### config.mk
export PLATFORM = sky130hd
export DESIGN_NAME = multicycle_ctrl_fsm_flat
export DESIGN_NICKNAME = d
export VERILOG_FILES = /design/src/rtl/multicycle_ctrl_fsm_if.sv /design/src/rtl/multicycle_ctrl_fsm.sv /design/src/flat_wrapper.sv
export SDC_FILE = /design/constraint.sdc
export NUM_CORES = 1
export LEC_CHECK = 0
export BUFFER_PORTS_ARGS = -buffer_cell sky130_fd_sc_hd__buf_2
export CAP_MARGIN = 15
export CELL_PAD_IN_SITES_DETAIL_PLACEMENT = 2
export CELL_PAD_IN_SITES_GLOBAL_PLACEMENT = 2
export CORE_MARGIN = 3
export CORE_UTILIZATION = 29
export DETAILED_ROUTE_END_ITERATION = 8
export HOLD_SLACK_MARGIN = 0.12
export PLACE_DENSITY_LB_ADDON = 0.1
export SYNTH_ARGS = -nofsm -noshare
export SYNTH_HDL_FRONTEND = slang
export SYNTH_SLANG_ARGS = --single-unit
### constraint.sdc
create_clock -name clk -period 2.3 [get_ports clk]
set_input_delay 0.46 -clock clk [delete_from_list [all_inputs] [get_ports clk]]
set_output_delay 0.46 -clock clk [all_outputs]
set_load 0.05 [all_outputs]
### src/rtl/multicycle_ctrl_fsm_if.sv
// Control bundle between the multi-cycle RV32I controller and its shared-ALU datapath.
// The controller uses the master modport; the datapath/memory side uses the slave modport.
interface multicycle_ctrl_fsm_if;
  logic [6:0] i_op;
  logic [2:0] i_func_3;
  logic       i_func_7_5;
  logic       i_zero_flag;
  logic       i_negative_flag;
  logic       i_carry_flag;
  logic       i_overflow_flag;
  logic       i_mem_ready;
  logic [1:0] o_alu_op;
  logic [1:0] o_result_src;
  logic [1:0] o_alu_src_1;
  logic [1:0] o_alu_src_2;
  logic [2:0] o_imm_src;
  logic       o_mem_addr_src;
  logic       o_mem_req;
  logic       o_mem_write_en;
  logic       o_instr_write_en;
  logic       o_reg_write_en;
  logic       o_pc_update;
  logic       o_trap;
  logic [1:0] o_trap_cause;

  modport master (
    input  i_op, i_func_3, i_func_7_5, i_zero_flag, i_negative_flag,
           i_carry_flag, i_overflow_flag, i_mem_ready,
    output o_alu_op, o_result_src, o_alu_src_1, o_alu_src_2, o_imm_src,
           o_mem_addr_src, o_mem_req, o_mem_write_en, o_instr_write_en,
           o_reg_write_en, o_pc_update, o_trap, o_trap_cause
  );

  modport slave (
    output i_op, i_func_3, i_func_7_5, i_zero_flag, i_negative_flag,
           i_carry_flag, i_overflow_flag, i_mem_ready,
    input  o_alu_op, o_result_src, o_alu_src_1, o_alu_src_2, o_imm_src,
           o_mem_addr_src, o_mem_req, o_mem_write_en, o_instr_write_en,
           o_reg_write_en, o_pc_update, o_trap, o_trap_cause
  );
endinterface

### src/rtl/multicycle_ctrl_fsm.sv
// RV32I multi-cycle controller: sequences fetch/decode/execute/memory/writeback over a shared ALU,
// with ready/valid memory waits, a per-access bus timeout and an illegal-instruction trap.
module multicycle_ctrl_fsm #(
  parameter bit          ENABLE_TRAP = 1'b1,
  parameter int unsigned TIMEOUT     = 255,
  parameter int unsigned TMO_W       = 8
) (
  input logic                  clk,
  input logic                  arstn,
  multicycle_ctrl_fsm_if.master bus
);

  typedef enum logic [3:0] {
    S_FETCH, S_DECODE, S_MEMADDR, S_MEMREAD, S_MEMWB, S_MEMWRITE, S_EXECUTER,
    S_EXECUTEI, S_LUI, S_ALUWB, S_JALR, S_JAL, S_BRANCH, S_TRAP
  } state_e;

  localparam logic [6:0] OP_LOAD   = 7'b0000011;
  localparam logic [6:0] OP_STORE  = 7'b0100011;
  localparam logic [6:0] OP_OPIMM  = 7'b0010011;
  localparam logic [6:0] OP_OP     = 7'b0110011;
  localparam logic [6:0] OP_BRANCH = 7'b1100011;
  localparam logic [6:0] OP_JAL    = 7'b1101111;
  localparam logic [6:0] OP_JALR   = 7'b1100111;
  localparam logic [6:0] OP_LUI    = 7'b0110111;
  localparam logic [6:0] OP_AUIPC  = 7'b0010111;

  localparam logic [1:0] CAUSE_ILLEGAL = 2'b01;
  localparam logic [1:0] CAUSE_TIMEOUT = 2'b10;

  localparam bit              TMO_EN   = (TIMEOUT != 0);
  localparam logic [TMO_W-1:0] TMO_LAST = TMO_W'(TIMEOUT - 1);

  state_e           state_q, state_d;
  logic [TMO_W-1:0] tmo_q, tmo_d;
  logic [1:0]       cause_q, cause_d;

  logic [1:0] alu_op, result_src, alu_src_1, alu_src_2;
  logic [2:0] imm_src;
  logic       mem_addr_src, mem_req, mem_write_en, instr_write_en;
  logic       reg_write_en, pc_update, trap;
  logic       is_wait, wait_expired, taken;

  // funct7[5] only steers the ALU decoder in the datapath.
  logic unused_func_7_5;
  assign unused_func_7_5 = bus.i_func_7_5;

  assign wait_expired = TMO_EN && (tmo_q == TMO_LAST) && !bus.i_mem_ready;

  always_comb begin
    // NOTE: every signal gets a default before the case so no path leaves one unassigned (no latches).
    state_d        = state_q;
    tmo_d          = '0;
    cause_d        = cause_q;
    alu_op         = 2'b00;
    result_src     = 2'b00;
    alu_src_1      = 2'b00;
    alu_src_2      = 2'b00;
    imm_src        = 3'b000;
    mem_addr_src   = 1'b0;
    mem_req        = 1'b0;
    mem_write_en   = 1'b0;
    instr_write_en = 1'b0;
    reg_write_en   = 1'b0;
    pc_update      = 1'b0;
    trap           = 1'b0;
    is_wait        = 1'b0;
    taken          = 1'b0;

    unique case (state_q)
      S_FETCH: begin
        mem_req = 1'b1;
        is_wait = 1'b1;
        if (bus.i_mem_ready) begin
          instr_write_en = 1'b1;
          pc_update      = 1'b1;
          alu_src_2      = 2'b10;
          result_src     = 2'b10;
          state_d        = S_DECODE;
        end
      end
      S_DECODE: begin
        // Speculatively form oldPC+imm so BRANCH/AUIPC find their target in ALUOut.
        alu_src_1 = 2'b01;
        alu_src_2 = 2'b01;
        unique case (bus.i_op)
          OP_LOAD, OP_STORE: state_d = S_MEMADDR;
          OP_OPIMM:          state_d = S_EXECUTEI;
          OP_OP:             state_d = S_EXECUTER;
          OP_BRANCH:         state_d = S_BRANCH;
          OP_JAL:            state_d = S_JAL;
          OP_JALR:           state_d = S_JALR;
          OP_LUI:            state_d = S_LUI;
          OP_AUIPC:          state_d = S_ALUWB;
          default: begin
            state_d = ENABLE_TRAP ? S_TRAP : S_FETCH;
            if (ENABLE_TRAP) cause_d = CAUSE_ILLEGAL;
          end
        endcase
        unique case (bus.i_op)
          OP_STORE:         imm_src = 3'b001;
          OP_BRANCH:        imm_src = 3'b010;
          OP_JAL:           imm_src = 3'b011;
          OP_LUI, OP_AUIPC: imm_src = 3'b100;
          default:          imm_src = 3'b000;
        endcase
      end
      S_MEMADDR: begin
        alu_src_1 = 2'b10;
        alu_src_2 = 2'b01;
        imm_src   = bus.i_op[5] ? 3'b001 : 3'b000;
        state_d   = bus.i_op[5] ? S_MEMWRITE : S_MEMREAD;
      end
      S_MEMREAD: begin
        mem_req      = 1'b1;
        mem_addr_src = 1'b1;
        is_wait      = 1'b1;
        if (bus.i_mem_ready) state_d = S_MEMWB;
      end
      S_MEMWB: begin
        result_src   = 2'b01;
        reg_write_en = 1'b1;
        state_d      = S_FETCH;
      end
      S_MEMWRITE: begin
        mem_req      = 1'b1;
        mem_write_en = 1'b1;
        mem_addr_src = 1'b1;
        is_wait      = 1'b1;
        if (bus.i_mem_ready) state_d = S_FETCH;
      end
      S_EXECUTER: begin
        alu_src_1 = 2'b10;
        alu_op    = 2'b10;
        state_d   = S_ALUWB;
      end
      S_EXECUTEI: begin
        alu_src_1 = 2'b10;
        alu_src_2 = 2'b01;
        alu_op    = 2'b10;
        state_d   = S_ALUWB;
      end
      S_LUI: begin
        alu_src_1 = 2'b11;
        alu_src_2 = 2'b01;
        imm_src   = 3'b100;
        state_d   = S_ALUWB;
      end
      S_ALUWB: begin
        reg_write_en = 1'b1;
        state_d      = S_FETCH;
      end
      S_JALR: begin
        alu_src_1 = 2'b10;
        alu_src_2 = 2'b01;
        state_d   = S_JAL;
      end
      S_JAL: begin
        // Jump to the target held in ALUOut while computing the link value oldPC+4.
        pc_update = 1'b1;
        alu_src_1 = 2'b01;
        alu_src_2 = 2'b10;
        state_d   = S_ALUWB;
      end
      S_BRANCH: begin
        alu_src_1 = 2'b10;
        alu_op    = 2'b01;
        unique case (bus.i_func_3)
          3'b000:  taken = bus.i_zero_flag;
          3'b001:  taken = !bus.i_zero_flag;
          3'b100:  taken = bus.i_negative_flag ^ bus.i_overflow_flag;
          3'b101:  taken = !(bus.i_negative_flag ^ bus.i_overflow_flag);
          3'b110:  taken = !bus.i_carry_flag;
          3'b111:  taken = bus.i_carry_flag;
          default: taken = 1'b0;
        endcase
        pc_update = taken;
        state_d   = S_FETCH;
        if (bus.i_func_3[2:1] == 2'b01 && ENABLE_TRAP) begin
          state_d = S_TRAP;
          cause_d = CAUSE_ILLEGAL;
        end
      end
      S_TRAP: begin
        trap       = 1'b1;
        result_src = 2'b11;
        pc_update  = 1'b1;
        state_d    = S_FETCH;
      end
      default: state_d = S_FETCH;
    endcase

    // Shared wait handling: a ready in the expiring cycle still completes the access.
    if (is_wait && !bus.i_mem_ready) begin
      if (wait_expired) begin
        state_d = S_TRAP;
        cause_d = CAUSE_TIMEOUT;
      end else if (TMO_EN) begin
        tmo_d = tmo_q + TMO_W'(1);
      end
    end
  end

  // NOTE: state registers use non-blocking assignments so all flops update from pre-edge values.
  always_ff @(posedge clk or negedge arstn) begin
    if (!arstn) begin
      state_q <= S_FETCH;
      tmo_q   <= '0;
      cause_q <= 2'b00;
    end else begin
      state_q <= state_d;
      tmo_q   <= tmo_d;
      cause_q <= cause_d;
    end
  end

  assign bus.o_alu_op         = alu_op;
  assign bus.o_result_src     = result_src;
  assign bus.o_alu_src_1      = alu_src_1;
  assign bus.o_alu_src_2      = alu_src_2;
  assign bus.o_imm_src        = imm_src;
  assign bus.o_mem_addr_src   = mem_addr_src;
  assign bus.o_mem_req        = mem_req;
  assign bus.o_mem_write_en   = mem_write_en;
  assign bus.o_instr_write_en = instr_write_en;
  assign bus.o_reg_write_en   = reg_write_en;
  assign bus.o_pc_update      = pc_update;
  assign bus.o_trap           = trap;
  assign bus.o_trap_cause     = cause_q;

endmodule

### src/flat_wrapper.sv
// flat-port wrapper written by rule: the top's interface ports become plain ports
module multicycle_ctrl_fsm_flat 
#(
  parameter bit          ENABLE_TRAP = 1'b1,
  parameter int unsigned TIMEOUT     = 255,
  parameter int unsigned TMO_W       = 8
)
  (clk, arstn, bus_i_op, bus_i_func_3, bus_i_func_7_5, bus_i_zero_flag, bus_i_negative_flag, bus_i_carry_flag, bus_i_overflow_flag, bus_i_mem_ready, bus_o_alu_op, bus_o_result_src, bus_o_alu_src_1, bus_o_alu_src_2, bus_o_imm_src, bus_o_mem_addr_src, bus_o_mem_req, bus_o_mem_write_en, bus_o_instr_write_en, bus_o_reg_write_en, bus_o_pc_update, bus_o_trap, bus_o_trap_cause);
  multicycle_ctrl_fsm_if bus_i ();
  input logic clk;
  input logic arstn;
  input wire logic [$bits(bus_i.i_op)-1:0] bus_i_op;
  input wire logic [$bits(bus_i.i_func_3)-1:0] bus_i_func_3;
  input wire logic [$bits(bus_i.i_func_7_5)-1:0] bus_i_func_7_5;
  input wire logic [$bits(bus_i.i_zero_flag)-1:0] bus_i_zero_flag;
  input wire logic [$bits(bus_i.i_negative_flag)-1:0] bus_i_negative_flag;
  input wire logic [$bits(bus_i.i_carry_flag)-1:0] bus_i_carry_flag;
  input wire logic [$bits(bus_i.i_overflow_flag)-1:0] bus_i_overflow_flag;
  input wire logic [$bits(bus_i.i_mem_ready)-1:0] bus_i_mem_ready;
  output wire logic [$bits(bus_i.o_alu_op)-1:0] bus_o_alu_op;
  output wire logic [$bits(bus_i.o_result_src)-1:0] bus_o_result_src;
  output wire logic [$bits(bus_i.o_alu_src_1)-1:0] bus_o_alu_src_1;
  output wire logic [$bits(bus_i.o_alu_src_2)-1:0] bus_o_alu_src_2;
  output wire logic [$bits(bus_i.o_imm_src)-1:0] bus_o_imm_src;
  output wire logic [$bits(bus_i.o_mem_addr_src)-1:0] bus_o_mem_addr_src;
  output wire logic [$bits(bus_i.o_mem_req)-1:0] bus_o_mem_req;
  output wire logic [$bits(bus_i.o_mem_write_en)-1:0] bus_o_mem_write_en;
  output wire logic [$bits(bus_i.o_instr_write_en)-1:0] bus_o_instr_write_en;
  output wire logic [$bits(bus_i.o_reg_write_en)-1:0] bus_o_reg_write_en;
  output wire logic [$bits(bus_i.o_pc_update)-1:0] bus_o_pc_update;
  output wire logic [$bits(bus_i.o_trap)-1:0] bus_o_trap;
  output wire logic [$bits(bus_i.o_trap_cause)-1:0] bus_o_trap_cause;
  assign bus_i.i_op = bus_i_op;
  assign bus_i.i_func_3 = bus_i_func_3;
  assign bus_i.i_func_7_5 = bus_i_func_7_5;
  assign bus_i.i_zero_flag = bus_i_zero_flag;
  assign bus_i.i_negative_flag = bus_i_negative_flag;
  assign bus_i.i_carry_flag = bus_i_carry_flag;
  assign bus_i.i_overflow_flag = bus_i_overflow_flag;
  assign bus_i.i_mem_ready = bus_i_mem_ready;
  assign bus_o_alu_op = bus_i.o_alu_op;
  assign bus_o_result_src = bus_i.o_result_src;
  assign bus_o_alu_src_1 = bus_i.o_alu_src_1;
  assign bus_o_alu_src_2 = bus_i.o_alu_src_2;
  assign bus_o_imm_src = bus_i.o_imm_src;
  assign bus_o_mem_addr_src = bus_i.o_mem_addr_src;
  assign bus_o_mem_req = bus_i.o_mem_req;
  assign bus_o_mem_write_en = bus_i.o_mem_write_en;
  assign bus_o_instr_write_en = bus_i.o_instr_write_en;
  assign bus_o_reg_write_en = bus_i.o_reg_write_en;
  assign bus_o_pc_update = bus_i.o_pc_update;
  assign bus_o_trap = bus_i.o_trap;
  assign bus_o_trap_cause = bus_i.o_trap_cause;
  multicycle_ctrl_fsm #(.ENABLE_TRAP(ENABLE_TRAP), .TIMEOUT(TIMEOUT), .TMO_W(TMO_W)) u_core (.clk(clk), .arstn(arstn), .bus(bus_i));
endmodule
==> summary.txt <==
Placer Congestion -> 0.775
top cells by area, synth -> dfrtp_1 (28%), nor2_1 (6.0%), xor2_1 (5.6%)
final setup vio count -> 0
mux cell area share after synthesis -> 0.0260
Post-Syn Nets -> 170
main combinational cell family by area after synthesis -> simple AND/OR/NAND/NOR gates
Post-synth ARST share -> 1.00
Layout Skew -> 0.00331 ns
xor-xnor portion of the synthesized cell area -> 0.0951
hold_ws -> 0.515 ns
Hold Violations, Final -> 0
# fillers -> 484
Final nets -> 208
CTS Root Cell -> clkbuf_8
achievable frequency -> 445 MHz
Buf/Inv on CP -> 1
detailed-placement wirelength estimate -> 2930 um
busiest metal layer after global routing -> met2
wirelength, routed -> 3780 um
worst skew pair latency -> 0.24 ns
post-synth top area cell -> dfrtp_1
CP max stage cell -> or4b_4
Min Clock Period, post-route -> 2.25 ns
number of nets with antenna violations after routing -> 0
Syn Inst Count -> 150
Worst Tran Pin Value -> 0.745 ns
H-tree depth -> 1
Detailed Route Iter0 Violations -> 46
pin count of the biggest net entering global routing -> 24
post-CTS setup buffers -> 0
share of layout cells above drive strength 1 -> 0.339
setup_tns -> 0 ns
Multi-input gate area -> 878 um^2
Period Utilization, post-route -> 0.977
placed cells -> 232
global-route wire length before repair -> 6300 um
Synth Area in Simple Gates -> 0.355
IO Port Bufs -> 36
cell chain of the critical path -> or4b_4 > nor2_4 > o21ai_0 > o21bai_2 > buf_6
DIE WIDTH -> 71.7 um
Storage cell area -> 350 um^2
leakage power -> 0.744 nW
Finished Layout Cells -> 236
Post-synth EDFFs -> 0
gr ovfl total -> 0
ys flop type -> dfrtp_1
total power -> 1.74 mW
via count -> 1,247
RSZ-0062 raised after global routing -> false
Die ar. -> 5130 um^2
Setup crit end kind -> output port
Setup crit start kind -> register
Compound-Gate Fraction of Synth Area -> 0.170
met3 usage -> 0.0126
maxcap violations -> 0
starting density of the core -> 0.306
Area growth syn-to-layout -> 26.6%
CTS buffer count -> 3
CP delay by family, top -> simple AND/OR/NAND/NOR gates
Reg clk slew, reported paths -> 0.05 ns
CTS sink count -> 14
vias in the first global route -> 1,286
M1 GR Usage -> 0.206
WL per Instance -> 16.0 um
global-route met2 utilization -> 0.260
ant diodes -> 0
Worst slew margin -> 0.499
Synth top cells by count -> nor2_1 (20), dfrtp_1 (14), a21oi_1 (10), nand2b_1 (10), xor2_1 (8)
status -> finished, final reports clean
FF+latch count, synth -> 14
VDD IR max -> 0.000322 V
WP data arrival -> 1.79 ns
most frequent cell after synthesis -> nor2_1
DRC viols -> 0
Die H -> 71.7 um
crit path kind -> reg2out
min-delay worst type -> reg2reg
synth warn -> 0
Cell Pwr Density -> 1100 nW/um^2
Max Fanout on Critical Path -> 5
Mapped Area -> 1250 um^2
Synth top area share -> 0.280
GRT Overall Usage -> 0.152
CP max stage delay -> 0.59 ns
DR vias/cell -> 5.28
Final Slew Violations -> 0
Worst Path Required -> 1.84 ns
Std-Cell Rows -> 23
adder-cell share of the synthesized area -> 0.0200
Distinct cells, synth -> 47
initial antenna violation count -> 0
register area share after synthesis -> 0.280
Core ar. -> 4090 um^2
CTS Buffer Depth -> 2
# IOs -> 38
Avg Synthesized Cell Area -> 8.33 um^2
CTS tree -> built
Pre-antenna DRT Iters -> 4
[path summary, 6_finish.rpt]
check | startpoint | endpoint | slack, ns | cells after the start
max in group asynchronous | arstn | u_core.state_q[2] | 1.41 | 2
min in group asynchronous | arstn | u_core.tmo_q[1] | 0.65 | 2
hold reg to reg | u_core.bus.o_trap_cause[0] | u_core.bus.o_trap_cause[0] | 0.52 | 1
setup reg to reg | u_core.state_q[1] | u_core.tmo_q[7] | 0.51 | 5
hold / removal | u_core.bus.o_trap_cause[0] | u_core.bus.o_trap_cause[0] | 0.52 | 1
setup / recovery | u_core.state_q[3] | bus_o_imm_src[0] | 0.05 | 5
[power by group]
| part | internal, mW | switching (mW) | leakage (nW) |
|---|---|---|---|
| Sequential | 0.284 | 0.0358 | 0.185 |
| Combinational | 0.375 | 0.858 | 0.538 |
| Clock | 0.115 | 0.0774 | 0.0216 |
| Total | 0.774 | 0.971 | 0.744 |
[per-stage QoR]
step           cell area [um^2]  utilization  setup slack, ns
2_1_floorplan              1290            -           -0.135
3_3_place_gp               1510        0.370           0.0888
3_5_place_dp               1510        0.370          -0.0359
4_1_cts                    1570        0.384           0.0285
5_1_grt                    1580        0.387          0.00421
6_report                   1580        0.387           0.0537
[flip-flops by register name, indices dropped and copies added (netlist names)]
signal	cells
u_core.bus.o_trap_cause	2
u_core.state_q	4
u_core.tmo_q	8
[cell type report]
cell class / instances / area share
multi-input cells: 125 / 0.555
well taps: 50 / 0.0395
flip-flops and latches: 14 / 0.221
repair buffers: 42 / 0.153
clock buffers: 3 / 0.0261
inverters: 2 / 0.00474
[cell usage in the layout (no fill, tap or decap), drive strengths merged, types with 3 or more instances in the layout]
master  instances
nor2b           3
nor3b           3
and3            4
nor2           21
xnor2           3
nand3           4
xor2            8
o21ai           4
a211oi          4
nand2           7
dfrtp          14
a21oi          10
nor3            5
nand2b         10
nand3b          3
buf            41
or2             3
clkbuf          3
[per-layer routing]
metal	part of all wire	wire, um
met1	0.48	1810
met2	0.49	1850
met3	0.026	99
met4	0.0069	26
met5	0	0
[repair_timing]
item,in CTS,in global routing
pin swaps,0,2
endpoints found under the hold margin,14,0
endpoints found under the setup margin,3,3
hold buffers,1,0
gates resized for setup,3,3
[cells by family after synthesis]
kind of cell | after synthesis
muxes | 3
DFF | 14
xor gates and xnor gates | 12
buffers and inverters | 11
adders and majority gates | 2
AOI/OAI and AO/OA | 32
and+or+nand+nor | 76
No activity file was read; power rests on OpenSTA's default activity.
